$ cat src/rtl/cpu_pkg.sv
`default_nettype none
// ============================================================================
//  Module      : cpu_pkg
//  Description : Shared RV32 core constants, opcodes and fetch entry type.
//  Revision    : 1.0  initial release
// ============================================================================
package cpu_pkg;

    localparam int XLEN = 32;
    localparam logic [XLEN-1:0] NOP_INSTR = 32'h0000_0013;

    localparam logic [6:0] OP      = 7'b0110011;
    localparam logic [6:0] OP_IMM  = 7'b0010011;
    localparam logic [6:0] STORE   = 7'b0100011;
    localparam logic [6:0] BRANCH  = 7'b1100011;
    localparam logic [6:0] LOAD    = 7'b0000011;
    localparam logic [6:0] LUI     = 7'b0110111;
    localparam logic [6:0] JAL     = 7'b1101111;
    localparam logic [6:0] JALR    = 7'b1100111;
    localparam logic [6:0] CUSTOM0 = 7'b0001011;

    typedef struct packed {
        logic [XLEN-1:0] pc;
        logic [XLEN-1:0] instr;
    } fetch_entry_t;

    function automatic logic [XLEN-1:0] pc_plus4(input logic [XLEN-1:0] pc);
        return pc + 32'd4;
    endfunction

endpackage
`default_nettype wire

$ cat src/rtl/fetch_fifo.sv
`default_nettype none
// ============================================================================
//  Module      : fetch_fifo
//  Description : Synchronous FIFO with flush, used to buffer {pc, instr}.
//  Revision    : 1.0  initial release
// ============================================================================
module fetch_fifo #(
    parameter int DEPTH = 2,
    parameter int WIDTH = 64
) (
    input  logic                   clk,
    input  logic                   rst,
    input  logic                   flush_i,
    input  logic                   push_i,
    input  logic [WIDTH-1:0]       wdata_i,
    input  logic                   pop_i,
    output logic [WIDTH-1:0]       rdata_o,
    output logic [$clog2(DEPTH):0] count_o,
    output logic                   empty_o,
    output logic                   full_o
);

    localparam int AW = $clog2(DEPTH);

    logic [WIDTH-1:0] mem_q [DEPTH];
    logic [AW-1:0]    wr_ptr_q;
    logic [AW-1:0]    rd_ptr_q;
    logic [AW:0]      count_q;
    logic             do_push;
    logic             do_pop;

    assign empty_o = (count_q == '0);
    assign full_o  = (count_q == (AW+1)'(DEPTH));
    assign do_pop  = pop_i && !empty_o;
    // A push into a full FIFO is only accepted when the head leaves the same cycle.
    assign do_push = push_i && (!full_o || do_pop);

    always_ff @(posedge clk or posedge rst) begin
        if (rst) begin
            wr_ptr_q <= '0;
            rd_ptr_q <= '0;
            count_q  <= '0;
        end else if (flush_i) begin
            wr_ptr_q <= '0;
            rd_ptr_q <= '0;
            count_q  <= '0;
        end else begin
            if (do_push) wr_ptr_q <= wr_ptr_q + AW'(1);
            if (do_pop)  rd_ptr_q <= rd_ptr_q + AW'(1);
            if (do_push && !do_pop)      count_q <= count_q + (AW+1)'(1);
            else if (!do_push && do_pop) count_q <= count_q - (AW+1)'(1);
        end
    end

    always_ff @(posedge clk) begin
        if (do_push && !flush_i) mem_q[wr_ptr_q] <= wdata_i;
    end

    assign rdata_o = mem_q[rd_ptr_q];
    assign count_o = count_q;

    a_no_overflow: assert property (@(posedge clk) disable iff (rst)
        !(push_i && !flush_i && full_o && !do_pop));

endmodule
`default_nettype wire

$ cat src/rtl/instr_fetch_unit.sv
`default_nettype none
// ============================================================================
//  Module      : instr_fetch_unit
//  Description : RV32 fetch front end: PC, credit-limited imem requests,
//                instruction FIFO and redirect flush. Optional macro
//                FETCH_MISALIGN_TRAP_EN adds the fetch_misaligned halt.
//  Revision    : 1.0  initial release
// ============================================================================
module instr_fetch_unit
    import cpu_pkg::*;
#(
    parameter logic [31:0] RESET_PC  = 32'h0000_0000,
    parameter int          BUF_DEPTH = 2
) (
    input  logic        clk,
    input  logic        reset,
    output logic        imem_req_valid,
    input  logic        imem_req_ready,
    output logic [31:0] imem_req_addr,
    input  logic        imem_rsp_valid,
    input  logic [31:0] imem_rsp_data,
    input  logic        redirect_valid,
    input  logic [31:0] redirect_pc,
    output logic        instr_valid,
    input  logic        instr_ready,
    output logic [31:0] instr,
    output logic [31:0] instr_pc,
    output logic [31:0] instr_pc4
`ifdef FETCH_MISALIGN_TRAP_EN
    ,
    output logic        fetch_misaligned
`endif
);

    localparam int            CW      = $clog2(BUF_DEPTH) + 1;
    localparam logic [CW-1:0] CNT_ONE = CW'(1);

    logic          run_q;
    logic [31:0]   fetch_pc_q, fetch_pc_d;
    logic [31:0]   rsp_pc_q, rsp_pc_d;
    logic [CW-1:0] outstanding_q, outstanding_d;
    logic [CW-1:0] drop_q, drop_d;
    logic [CW-1:0] fifo_count;
    logic [CW:0]   inflight;
    logic          fifo_empty, halt, req_fire, push, pop;
    logic [31:0]   redirect_tgt;
    fetch_entry_t  push_entry, head_entry;

    assign redirect_tgt = {redirect_pc[31:2], 2'b00};

`ifdef FETCH_MISALIGN_TRAP_EN
    logic misaligned_q, misaligned_d;

    always_comb begin
        misaligned_d = misaligned_q;
        if (redirect_valid) misaligned_d = (redirect_pc[1:0] != 2'b00);
    end

    always_ff @(posedge clk or posedge reset) begin
        if (reset) misaligned_q <= 1'b0;
        else       misaligned_q <= misaligned_d;
    end

    assign halt             = misaligned_q;
    assign fetch_misaligned = misaligned_q;
`else
    logic unused_redirect_lsbs;
    assign unused_redirect_lsbs = ^redirect_pc[1:0];
    assign halt                 = 1'b0;
`endif

    // Credits cover both in-flight requests and buffered words, so the FIFO cannot overflow.
    assign inflight       = {1'b0, outstanding_q} + {1'b0, fifo_count};
    assign imem_req_valid = run_q && !halt && (inflight < (CW+1)'(BUF_DEPTH));
    assign imem_req_addr  = fetch_pc_q;
    assign req_fire       = imem_req_valid && imem_req_ready;
    assign push           = imem_rsp_valid && (drop_q == '0) && !redirect_valid;
    assign pop            = instr_valid && instr_ready && !redirect_valid;
    assign push_entry     = '{pc: rsp_pc_q, instr: imem_rsp_data};

    always_comb begin
        outstanding_d = outstanding_q;
        if (req_fire && !imem_rsp_valid)      outstanding_d = outstanding_q + CNT_ONE;
        else if (!req_fire && imem_rsp_valid) outstanding_d = outstanding_q - CNT_ONE;

        drop_d = drop_q;
        if (imem_rsp_valid && (drop_q != '0)) drop_d = drop_q - CNT_ONE;

        fetch_pc_d = fetch_pc_q;
        if (req_fire) fetch_pc_d = fetch_pc_q + 32'd4;

        // Responses arrive in order, so the PC of the next kept word just counts up.
        rsp_pc_d = rsp_pc_q;
        if (push) rsp_pc_d = rsp_pc_q + 32'd4;

        if (redirect_valid) begin
            fetch_pc_d = redirect_tgt;
            rsp_pc_d   = redirect_tgt;
            drop_d     = outstanding_d;
        end
    end

    always_ff @(posedge clk or posedge reset) begin
        if (reset) begin
            run_q         <= 1'b0;
            fetch_pc_q    <= RESET_PC;
            rsp_pc_q      <= RESET_PC;
            outstanding_q <= '0;
            drop_q        <= '0;
        end else begin
            run_q         <= 1'b1;
            fetch_pc_q    <= fetch_pc_d;
            rsp_pc_q      <= rsp_pc_d;
            outstanding_q <= outstanding_d;
            drop_q        <= drop_d;
        end
    end

    fetch_fifo #(
        .DEPTH (BUF_DEPTH),
        .WIDTH ($bits(fetch_entry_t))
    ) u_fifo (
        .clk     (clk),
        .rst     (reset),
        .flush_i (redirect_valid),
        .push_i  (push),
        .wdata_i (push_entry),
        .pop_i   (pop),
        .rdata_o (head_entry),
        .count_o (fifo_count),
        .empty_o (fifo_empty),
        .full_o  ()
    );

    assign instr_valid = !fifo_empty;
    assign instr       = fifo_empty ? NOP_INSTR : head_entry.instr;
    assign instr_pc    = fifo_empty ? RESET_PC  : head_entry.pc;
    assign instr_pc4   = pc_plus4(instr_pc);

endmodule
`default_nettype wire

$ cat config.mk
export PLATFORM = sky130hd
export DESIGN_NAME = instr_fetch_unit
export DESIGN_NICKNAME = d
export VERILOG_FILES = /design/src/rtl/cpu_pkg.sv /design/src/rtl/fetch_fifo.sv /design/src/rtl/instr_fetch_unit.sv
export SDC_FILE = /design/constraint.sdc
export NUM_CORES = 1
export LEC_CHECK = 0
export CORE_UTILIZATION = 30
export CTS_CLUSTER_DIAMETER = 30
export DETAILED_ROUTE_END_ITERATION = 7
export SYNTH_ARGS = -nofsm -noshare
export SYNTH_HDL_FRONTEND = slang
export SYNTH_SLANG_ARGS = --single-unit
$ cat constraint.sdc
create_clock -name clk -period 8.95 [get_ports clk]
set_input_delay 0.895 -clock clk [delete_from_list [all_inputs] [get_ports clk]]
set_output_delay 0.895 -clock clk [all_outputs]
set_load 0.01 [all_outputs]
## After elaboration in Yosys (flattened, before gate mapping)

Memories as Yosys holds them, arrays and structs flattened.
Index checks and enable logic that the tools add are counted.

| word-level totals | value |
|---|---|
| register bits after elaboration | 73 |
| RAM bits | 128 |
| input bits | 70 |
| output and inout bits | 130 |
| logic and storage cells | 72 |
| memories | 1 |

Memories:

| name | depth | bits a word | read ports | clocked after Yosys merged registers in | wr ports | RTL line | text |
|---|---|---|---|---|---|---|---|
| u_fifo.mem_q | 2 | 64 | 1 | 0 | 1 | fetch_fifo.sv:25 | `logic [WIDTH-1:0] mem_q [DEPTH];` |

| cells by class | value |
|---|---|
| add/subtract/negate cells | 11 |
| $lt $le $gt $ge | 1 |
| equality and inequality tests | 1 |
| muxes and demuxes | 19 |
| reductions and logical operators | 31 |

Operator list:

| operator | count |
|---|---|
| $mux W32 | 6 |
| $add A32 B3 Y32 const B | 3 |
| $logic_and A1 B1 Y1 | 14 |
| $mux W2 | 7 |
| $reduce_bool A2 Y1 | 6 |
| $logic_not A1 Y1 | 7 |
| $mux W1 | 6 |
| $sub A2 B1 Y2 const B | 3 |
| $add A2 B1 Y2 const B | 2 |
| $logic_not A2 Y1 | 2 |
| $add A2 B2 Y3 | 1 |
| $lt A3 B2 Y1 const B | 1 |
| $reduce_bool A3 Y1 | 1 |
| $add A1 B1 Y1 const B | 2 |
| $eq A2 B2 Y1 const B | 1 |
| $logic_or A1 B1 Y1 | 1 |

## Logic depth before layout (Yosys ltp)

| logic depth | value |
|---|---|
| depth after elaboration | 12 |
| depth in mapped cells | 13 |
| mapped depth without buffers | 8 |

## By module

Synthesis repeated with hierarchy kept, for this count alone.

| second synthesis, totals | value |
|---|---|
| cell total of the unflattened synthesis | 847 |
| area, all modules | 9990.8 µm² |

By module, submodules not included:

| module | instances | cells an instance | area each (µm²) | sequential area each (µm²) |
|---|---|---|---|---|
| instr_fetch_unit | 1 | 618 | 5131.2 | 1626.6 |
| fetch_fifo | 1 | 229 | 4859.7 | 3943.8 |

## Worst setup path after synthesis

Ideal clock, no wire load.

| path | value |
|---|---|
| kind | input-to-reg |
| start | in imem_rsp_valid |
| end | mem u_fifo.mem_q[1][0], enable pin |
| library setup time | 0.571 ns |
| arrival | 5.943 ns |
| required time | 8.379 ns |
| slack | 2.435 ns |
| cell stages on the path | 4 |
| cell sequence | and2_1 clkbuf_1 nand2_1 nor3b_1 |

| between the ends | value |
|---|---|
| word-level cells in the longest chain between the ends | 6 |

RTL lines:

| item | RTL line | text |
|---|---|---|
| from (decl) | instr_fetch_unit.sv:20 | `input logic imem_rsp_valid,` |
| $logic_and A1 B1 Y1 (2 in a row) | instr_fetch_unit.sv:77 | `assign push = imem_rsp_valid && (drop_q == '0) && !redirect_valid;` |
| $logic_and A1 B1 Y1 | fetch_fifo.sv:36 | `assign do_push = push_i && (!full_o \|\| do_pop);` |
| $logic_and A1 B1 Y1 | fetch_fifo.sv:56 | `if (do_push && !flush_i) mem_q[wr_ptr_q] <= wdata_i;` |
| $mux W1 | fetch_fifo.sv:56 |  |
| $mux W1 (implied by the code) | fetch_fifo.sv:56 |  |
| to (decl) | fetch_fifo.sv:25 |  |

Every way passes these cells.

## Worst setup path after layout

| path | value |
|---|---|
| start | reg u_fifo.rd_ptr_q |
| end | out instr_pc4[31] |

| between the ends | value |
|---|---|
| word-level cells in the longest chain between the ends | 3 |

RTL lines:

| item | RTL line | text |
|---|---|---|
| from (decl) | fetch_fifo.sv:27 | `logic [AW-1:0] rd_ptr_q;` |
| from (signal assigned) | fetch_fifo.sv:49 | `if (do_pop) rd_ptr_q <= rd_ptr_q + AW'(1);` |
| $mem_v2 Z2 W64 | - |  |
| $mux W32 | instr_fetch_unit.sv:137 | `assign instr_pc = fifo_empty ? RESET_PC : head_entry.pc;` |
| $add A32 B3 Y32 | cpu_pkg.sv:28 | `return pc + 32'd4;` |
| to (decl) | instr_fetch_unit.sv:28 | `output logic [31:0] instr_pc4` |

Every way passes these cells.

==> results.toml <==
[sta]
finalCriticalPeriod_ps = 5350
fin_crit_sh = 0.598
maxSlewHeadroom = 0.401
setup_ws_ps = 3600
skew_ps = 15.3
rsz0062_at_grt = "no"
hold_violations = 0
setup_tns_ps = 0
setup_viol = 0
tightest_slew_ps = 898
slew_viol_final = 0
fmaxAchievable_ghz = 0.187
hold_ws_ps = 491

[outcome]
status = "completed"

[floorplan]
ios = 200
fp.dieW_um = 176
core_region_area_um2 = 29800
start_util = 0.306
die_y_um = 176
row_count = 63
die_area_um2 = 31100

[cts]
numClockSinks = 193
cts_tree = "done"
insertion_delay_ps = 430
ctsResizeCount = 0
cts_max_level = 4
hold_buffers = 0
path_clk_slew_ps = 80
root_buffer = "clkbuf_16"
post-cts-setup-buffers = 0
cts_max_path_buffers = 2
cts_buffers = 17

[drt]
num_vias = 6238
detail_route.iter0.violations = 266
post-route-drc-count = 0
routed_wl_um = 22100
wl_per_cell_um = 16.5
postRouteAntennaNets = 0
viasPerCell = 4.64
first_pass_iters = 4

[logic_synthesis]
synth-edff-count = 124
syn_inst = 754
yosys.cell_types.count = 53
syn_area_um2 = 9110
ys_seq_area_frac = 0.598
ys_ff_latch = 193
synthArstFlopShare = 0.358
synth_top_flop_cell = "edfxtp_1"
ys_warn_count = 0
syn_area_per_cell_um2 = 12.1

[cells_and_area]
multi_input_area_um2 = 3430
n_antenna_cell = 0
nFillCells = 2868
layout-drive-gt1-share = 0.0776
area_delta_synth_final_pct = 32.1
layout_commonest_cell = "clkdlybuf4s50_1"
area.sequential_um2 = 5450
layout.nets = 1015
mostFrequentLayoutCells = "clkdlybuf4s50_1 (191), edfxtp_1 (124), nor2_1 (107)"

[power]
vdd_ir_drop_max_uv = 114
power.leakage_nw = 4.15
p_per_area_nw_per_um2 = 213

[global_route]
grt_overflow = 0
gr-usage-met2 = 0.221
grt_pass1_vias = 6151
grt-busiest-layer = "met2"
grt_pass1_wl_um = 34800
use_met1 = 0.212
track_usage = 0.146
use_met3 = 0.0265
grt_max_degree = 77
antenna_found_initial = 0

[setup_path]
crit_path_max_fanout = 42
critPathLaunch = "u_fifo.rd_ptr_q"
worstReg2RegStart = "u_fifo.count_o[0]"
crit_required_ps = 8060
crit_type = "register to primary output"
setup.worst_path.start_class = "register"
endpoint_kind = "primary output"
critPathArrivalTime_ps = 4450

[placed_design]
dp_hpwl_um = 15500
port_buffers = 191
gp_congestion = 0.769
preCtsSetupSlack_ps = 3940

[hold_path]
worstHoldStart = "rsp_pc_q[30]"
hold_path.class = "register to register"

[flow_run]
drv_cap = 0
## critical path: stages, from the launching register on
cell,delay (ps)
dfrtp_4,840
buf_4,650
mux2i_1,150
nor2_1,250
nand4_2,230
or4_1,820
nor4_4,360
xor2_1,170
clkdlybuf4s50_1,550
## flip-flops by register name, summed over array words and instances, names as in the netlist
signal           flops
drop_q               2
imem_req_addr       30
outstanding_q        2
rsp_pc_q            30
run_q                1
u_fifo.count_o       2
u_fifo.mem_q       124
u_fifo.rd_ptr_q      1
u_fifo.wr_ptr_q      1
## layer usage
metal  vias up  share of wire
met1      2988           0.50
met3        14          0.052
met5         -              0
li1       3047              -
met4         0          0.012
met2       189           0.44
## area by class of cell
class / count / area share
flip-flops and latches: 193 / 0.453
multi-input cells: 512 / 0.285
repair buffers: 202 / 0.166
well taps: 390 / 0.0405
clock buffers: 17 / 0.0353
clock inverters: 15 / 0.0163
inverters: 14 / 0.00437
## where the power goes
part / switching (W) / internal [W]
combinational: 0.000318 / 0.000310
sequential: 0.0000804 / 0.00105
clock: 0.000358 / 0.000450
## synthesized netlist by cell type (all sizes together) (2+ instances only)
cell	number	area, um^2
a211oi	3	35.0
a21boi	4	30.0
a21oi	42	210
a31oi	3	18.8
and2	4	25.0
and3	10	62.6
and4	9	78.8
buf	21	143
clkbuf	19	71.3
conb	2	7.51
dfrtp	69	1730
edfxtp	124	3720
ha	4	50.1
inv	14	52.6
mux2	16	180
mux2i	61	611
nand2	44	168
nand2b	4	25.0
nand3	28	140
nand3b	3	35.0
nand4	24	156
nor2	109	414
nor2b	3	18.8
nor3	11	60.1
nor3b	3	22.5
nor4	9	92.6
nor4bb	2	20.0
o21ai	7	35.0
or2	3	18.8
or4	2	15.0
xnor2	47	412
xor2	44	385
## final timing paths
check                                           end  slack (ps)  depth (start not counted)
worst max-delay path                  instr_pc4[31]        3600                          8
worst min-delay path            u_fifo.mem_q[0][62]         490                          0
worst max register to register    imem_req_addr[26]        5740                          9
worst min register to register  u_fifo.mem_q[0][62]         490                          0
max in group asynchronous           u_fifo.rd_ptr_q        7210                          3
min in group asynchronous          imem_req_addr[5]        1040                          3
## per-stage QoR
step                      power, W  utilization  area, um^2  instances
after global placement     0.00178        0.383       11400       1311
after global routing       0.00270        0.404       12000       1343
after detailed placement   0.00179        0.383       11400       1311
after floorplan            0.00148            -        9130        759
after CTS                  0.00260        0.404       12000       1343
final                      0.00256        0.404       12000       1343
## cells by family (layout without fill, tap and decap cells)
group                    Yosys count  count (layout)  synth area share
flip-flops                       193             193             0.598
other                              2               7          0.000824
AND/OR/NAND/NOR                  270             270             0.151
XOR/XNOR                          91              91            0.0875
buffers and inverters             54             248            0.0293
adder cells (fa/ha/maj)            5               5           0.00769
AO/OA/AOI/OAI                     62              62            0.0390
multiplexers                      77              77            0.0868
Power figures use the tool's default switching activity.
